### config.mk
export PLATFORM = sky130hd
export DESIGN_NAME = gpio_in_filter
export DESIGN_NICKNAME = d
export VERILOG_FILES = /design/src/rtl/gpio_filt_pkg.sv /design/src/rtl/gpio_filt_pin.sv /design/src/rtl/gpio_in_filter.sv
export SDC_FILE = /design/constraint.sdc
export NUM_CORES = 1
export LEC_CHECK = 0
export BUFFER_PORTS_ARGS = -buffer_cell sky130_fd_sc_hd__buf_2
export CORE_MARGIN = 1
export CORE_UTILIZATION = 67
export DETAILED_ROUTE_END_ITERATION = 7
export PLACE_DENSITY_LB_ADDON = 0.2
export SLEW_MARGIN = 5
export SYNTH_ARGS = -nofsm -noshare
export SYNTH_HDL_FRONTEND = slang
export SYNTH_SLANG_ARGS = --single-unit
### constraint.sdc
create_clock -name clk -period 4.7 [get_ports clk]
set_input_delay 0.705 -clock clk [delete_from_list [all_inputs] [get_ports clk]]
set_output_delay 0.705 -clock clk [all_outputs]
set_load 0.03 [all_outputs]
### src/rtl/gpio_filt_pkg.sv
// Shared types and default sizes for the gpio input filter.
package gpio_filt_pkg;

    localparam int GPIO_FILT_PINS  = 8;
    localparam int GPIO_FILT_CNT_W = 16;

    typedef enum logic [0:0] {
        STABLE = 1'b0,
        CHECK  = 1'b1
    } type_gpio_filt_state_e;

endpackage

### src/rtl/gpio_filt_pin.sv
// One pin of the gpio input filter: pad synchroniser, debounce FSM with
// saturating stable-cycle counter, and registered rise/fall pulses.
// Optional build macro GPIO_FILT_SYNC3_EN selects a 3-flop synchroniser
// (one extra cycle of latency on every path); default is 2 flops.
import gpio_filt_pkg::*;

module gpio_filt_pin #(
    parameter int CNT_W = GPIO_FILT_CNT_W
) (
    input  logic             clk,
    input  logic             rst_n,
    input  logic             pad_i,
    input  logic             filter_en_i,
    input  logic [CNT_W-1:0] debounce_len_i,
    output logic             pin_o,
    output logic             rise_o,
    output logic             fall_o
);

`ifdef GPIO_FILT_SYNC3_EN
    localparam int SYNC_N = 3;
`else
    localparam int SYNC_N = 2;
`endif

    localparam logic [CNT_W-1:0] CNT_ZERO = {CNT_W{1'b0}};
    localparam logic [CNT_W-1:0] CNT_ONE  = {{(CNT_W-1){1'b0}}, 1'b1};
    localparam logic [CNT_W-1:0] CNT_MAX  = {CNT_W{1'b1}};

    logic [SYNC_N-1:0]     sync_q;
    logic                  cmp_s;
    type_gpio_filt_state_e state_q, state_d;
    logic [CNT_W-1:0]      cnt_q, cnt_d;
    logic                  pin_q, pin_d;
    logic                  rise_q, rise_d;
    logic                  fall_q, fall_d;

    // Resynchronise the asynchronous pad level; the last stage feeds the FSM.
    always_ff @(posedge clk or negedge rst_n) begin
        if (!rst_n) begin
            sync_q <= {SYNC_N{1'b0}};
        end else begin
            sync_q <= {sync_q[SYNC_N-2:0], pad_i};
        end
    end

    assign cmp_s = sync_q[SYNC_N-1];

    // Debounce decision: flip the output once the synchronised level has
    // differed from it for debounce_len_i consecutive cycles (or at once in bypass).
    always_comb begin
        state_d = state_q;
        cnt_d   = cnt_q;
        pin_d   = pin_q;
        rise_d  = 1'b0;
        fall_d  = 1'b0;
        case (state_q)
            STABLE: begin
                cnt_d = CNT_ZERO;
                if (cmp_s == pin_q) begin
                    state_d = STABLE;
                end else if (!filter_en_i || (debounce_len_i == CNT_ZERO)) begin
                    pin_d  = ~pin_q;
                    rise_d = ~pin_q;
                    fall_d = pin_q;
                end else begin
                    state_d = CHECK;
                    cnt_d   = CNT_ONE;
                end
            end
            CHECK: begin
                if (cmp_s == pin_q) begin
                    // Bounced back before the window closed: discard the count.
                    state_d = STABLE;
                    cnt_d   = CNT_ZERO;
                end else if (!filter_en_i || (cnt_q >= debounce_len_i)) begin
                    // Disabling the filter mid-count behaves as bypass.
                    state_d = STABLE;
                    cnt_d   = CNT_ZERO;
                    pin_d   = ~pin_q;
                    rise_d  = ~pin_q;
                    fall_d  = pin_q;
                end else if (cnt_q == CNT_MAX) begin
                    cnt_d = cnt_q;
                end else begin
                    cnt_d = cnt_q + CNT_ONE;
                end
            end
            default: begin
                state_d = STABLE;
                cnt_d   = CNT_ZERO;
            end
        endcase
    end

    // FSM state, counter, filtered level and pulse registers.
    always_ff @(posedge clk or negedge rst_n) begin
        if (!rst_n) begin
            state_q <= STABLE;
            cnt_q   <= CNT_ZERO;
            pin_q   <= 1'b0;
            rise_q  <= 1'b0;
            fall_q  <= 1'b0;
        end else begin
            state_q <= state_d;
            cnt_q   <= cnt_d;
            pin_q   <= pin_d;
            rise_q  <= rise_d;
            fall_q  <= fall_d;
        end
    end

    assign pin_o  = pin_q;
    assign rise_o = rise_q;
    assign fall_o = fall_q;

endmodule

### src/rtl/gpio_in_filter.sv
// Pad input conditioning for the gpio block: PINS independent copies of the
// per-pin synchroniser/debouncer sharing one debounce length.
// Optional build macro GPIO_FILT_SYNC3_EN (see gpio_filt_pin).
import gpio_filt_pkg::*;

module gpio_in_filter #(
    parameter int PINS  = GPIO_FILT_PINS,
    parameter int CNT_W = GPIO_FILT_CNT_W
) (
    input  logic             clk,
    input  logic             rst_n,
    input  logic [PINS-1:0]  pad_i,
    input  logic [PINS-1:0]  filter_en_i,
    input  logic [CNT_W-1:0] debounce_len_i,
    output logic [PINS-1:0]  pin_o,
    output logic [PINS-1:0]  rise_o,
    output logic [PINS-1:0]  fall_o
);

    for (genvar g = 0; g < PINS; g++) begin : g_pin
        gpio_filt_pin #(
            .CNT_W (CNT_W)
        ) u_pin (
            .clk            (clk),
            .rst_n          (rst_n),
            .pad_i          (pad_i[g]),
            .filter_en_i    (filter_en_i[g]),
            .debounce_len_i (debounce_len_i),
            .pin_o          (pin_o[g]),
            .rise_o         (rise_o[g]),
            .fall_o         (fall_o[g])
        );
    end

endmodule

==> run_results.csv <==
group,metric,value,unit
global_route,pin_count_of_the_biggest_net_entering_global_routing,101,
route,avgRoutedWirePerCell,18.31,um
critical_path,cp_num_buf_inv,2,
critical_path,worst-r2r-setup-slack,1.96,ns
route,overall_via_count_from_detail_route,8925,
yosys,synth-edff-count,0,
power,power_per_cell_area,299.9,mW/mm^2
timing,max_slew.worst_pin.slew,0.9258,ns
clocking,tritoncts,"built",
critical_path,crit_type,"input port to flop",
timing,post-route-worst-setup-slack,1.654,ns
yosys,avgSynthCellArea,9.715,sq um
finish,final_layout_size_suffix_gt1_frac,0.09182,
route,detail_route.drc_violations,0,
global_route,global_route.usage.met1,0.4308,
placed_design,port_buffers,57,
yosys,dominantRegCellSynth,"sky130_fd_sc_hd__dfrtp_1",
critical_path,critical_path.top_delay_family,"compound AO/OA/AOI/OAI gates",
yosys,syn-instance-count,1148,
yosys,synth_area_leader_cell,"sky130_fd_sc_hd__dfrtp_1",
global_route,grt_overall_usage,0.3184,
die,start_util,0.6946,
critical_path,crit-reg2reg-launch,"g_pin[4].u_pin.cnt_q[1]",
route,initialDrtViolationCount,644,
job,maxCapViolations,0,
die,floorplan.die_area,0.01717,sq mm
timing,drv_slew,0,
power,p_leak,0.005511,uW
clocking,hold_buffers,0,
critical_path,reg2reg_depth,6,
yosys,postSynthNetCount,1318,
placed_design,dpl.hpwl,17560,um
finish,footprint_of_the_multi_input_gates,0.006355,sq mm
global_route,grt_pass1_vias,8322,
clocking,clk_latency,0.44,ns
yosys,most_instantiated_library_cell_after_synthesis,"sky130_fd_sc_hd__dfrtp_1",
critical_path,critical_path.reg2reg.endpoint,"g_pin[4].u_pin.cnt_q[0]",
yosys,area_share_of_the_largest_cell_type_after_synthesis,0.3949,
route,drt_pass1_iterations,5,
min_path,whs_path_depth,0,
clocking,post_cts_buffers,0,
critical_path,cp_data_arrival_time,3.37,ns
die,io_pins,58,
yosys,async_reset_ff_frac,1.000,
status,outcome,"completed",
timing,clock_skews,0.007491,ns
route,ant_nets,0,
timing,hold_viol_final,0,
yosys,postSynthRegisterBits,176,
global_route,antenna_found_initial,0,
timing,setup_tns_final,0,ns
global_route,globalRoute.busiestLayer,"met2",
finish,diodes,0,
timing,final_period_minus_worst_setup_slack,3.046,ns
yosys,synth_seq_area_share,0.3949,
timing,rsz_0062_raised_after_global_routing,"false",
die,chipHeight,131.0,um
global_route,grtUsageMet3,0.05822,
critical_path,timing.critical_path.slowest_stage_cell,"sky130_fd_sc_hd__nand3_1",
yosys,syn-cell-area,0.01115,sq mm
finish,net_total_in_the_final_layout,1355,
die,die_x,131.0,um
global_route,use_met2,0.5079,
critical_path,crit_path_max_incr_delay,0.58,ns
global_route,first_pass_grt_wire_length,41450,um
clocking,htree_levels,4,
timing,achievable-frequency,0.3283,GHz
yosys,synth_area_leaders,"sky130_fd_sc_hd__dfrtp_1 (39%), sky130_fd_sc_hd__ha_1 (15%), sky130_fd_sc_hd__nor2_1 (4.5%)",
finish,areaGrowthSynthToFinish,7.550,%
timing,timing.final.crit_share,0.6481,
clocking,cts-resized-gates,0,
route,routed_wirelength,25890,um
yosys,synth.lib_cells_used.distinct,64,
yosys,yosys-top-cells-count,"sky130_fd_sc_hd__dfrtp_1 (176), sky130_fd_sc_hd__ha_1 (136), sky130_fd_sc_hd__nor2_1 (134), sky130_fd_sc_hd__nand2_1 (79), sky130_fd_sc_hd__nand3_1 (69)",
min_path,hold_end,"g_pin[1].u_pin.sync_q[1]",
clocking,cts.clk_slew.worst_paths,0.06,ns
clocking,max-clock-path-buffers,2,
timing,final-setup-viol-count,0,
global_route,globalRouteOverflowTotal,0,
placed_design,dp_slack,1.207,ns
clocking,clkSinkCount,176,
critical_path,cp_cell_sequence,"buf_2 > inv_1 > ha_1 > nor2b_1 > o211a_1 > o311ai_0 > nand3_1 > o32a_1",
critical_path,worst_setup_path_end_kind,"flop",
die,core.rowCount,46,
critical_path,worst-path-max-fanout,17,
timing,slew_headroom,0.3780,
critical_path,worstPathRequired,5.02,ns
critical_path,worstSetupStartpointType,"input port",
die,core-area,0.01606,sq mm
finish,area.sequential,0.004404,sq mm
min_path,holdCritStartpoint,"g_pin[1].u_pin.sync_q[0]",
yosys,yosysWarningCount,0,
clocking,clk_root_buffer_cell,"sky130_fd_sc_hd__clkbuf_16",
clocking,cts_buffers,17,
placed_design,routabilityCongestion,0.8811,
power,power.ir.vdd_worst,0.2800,mV
min_path,hold_class,"flop to flop",
finish,nFillCells,1151,
route,post_drt_via_cell_ratio,6.312,
per-stage QoR:
stage          cells  hold WS [ns]    util  total power, uW  cell area (sq um)
6_report        1414        0.3480  0.7470             3597              12000
4_1_cts         1414        0.3500  0.7470             3606              12000
3_5_place_dp    1382        0.3355  0.7141             2323              11470
5_1_grt         1414        0.3580  0.7470             3738              12000
2_1_floorplan   1148        0.3312       -             2175              11150
3_3_place_gp    1382        0.3316  0.7141             2295              11470
cells by family (layout without fill, tap and decap cells):
family,count (synthesis),after routing,synth area share
XOR/XNOR,91,91,0.07146
adder cells (fa/ha/maj),136,136,0.1526
AO/OA/AOI/OAI,170,170,0.1020
multiplexers,19,19,0.01795
buffers and inverters,74,124,0.03534
flip-flops,176,176,0.3949
AND/OR/NAND/NOR,482,482,0.2258
power breakdown:
part | switching [uW] | total (uW) | internal, uW
Combinational | 398 | 625 | 228
Sequential | 75.8 | 1680 | 1600
Clock | 587 | 1290 | 704
registers in the layout, indices dropped and copies added (netlist names):
signal,flops
g_pin.u_pin.cnt_q,128
g_pin.u_pin.fall_o,8
g_pin.u_pin.pin_o,8
g_pin.u_pin.rise_o,8
g_pin.u_pin.state_q,8
g_pin.u_pin.sync_q,16
worst max path at each step:
| stage | slack [ns] | endpoint | from | cells past startpoint |
|---|---|---|---|---|
| finish | 1.65 | g_pin[4].u_pin.cnt_q[0] | debounce_len_i[1] | 8 |
| global route | 1.48 | g_pin[4].u_pin.cnt_q[0] | debounce_len_i[1] | 8 |
| CTS | 1.65 | g_pin[4].u_pin.cnt_q[0] | debounce_len_i[1] | 8 |
| detailed placement | 1.21 | g_pin[4].u_pin.cnt_q[0] | debounce_len_i[1] | 8 |
| global placement | 1.36 | g_pin[4].u_pin.cnt_q[0] | debounce_len_i[1] | 8 |
| floorplan | 2.09 | g_pin[2].u_pin.cnt_q[0] | debounce_len_i[0] | 7 |
layout by cell type, fill, tap and decap left out, drive strengths merged, types with 4 or more instances in the layout:
cell	instances
a211oi	16
or3	7
ha	136
and2	4
o31a	5
o22ai	4
and3b	9
o21a	11
nor3	32
xor2	51
nand3	69
nand2	79
mux2i	11
nor3b	18
nor2	134
a21oi	47
dfrtp	176
nor4b	10
nand4	37
nor2b	8
clkbuf	24
o211ai	5
a2111oi	5
a21o	10
o21ai	31
nand2b	13
mux2	8
xnor2	40
nor4	13
inv	32
clkinv	5
and4	15
or2	5
and3	17
buf	61
nand3b	6
a31oi	10
layout make-up:
cell class              instances  area share
repair buffers                 61     0.02681
multi-input cells             898      0.5298
inverters                      31    0.009701
clock inverters                 8    0.004694
clock buffers                  24     0.03932
well taps                     216     0.02253
flip-flops and latches        176      0.3672
per-layer routing:
| layer | wire [um] | vias up |
|---|---|---|
| met5 | 0 | - |
| met4 | 792 | 0 |
| met3 | 1553 | 71 |
| met2 | 11970 | 326 |
| met1 | 11580 | 4300 |
| li1 | - | 4228 |
No activity file was read; power rests on OpenSTA's default activity.
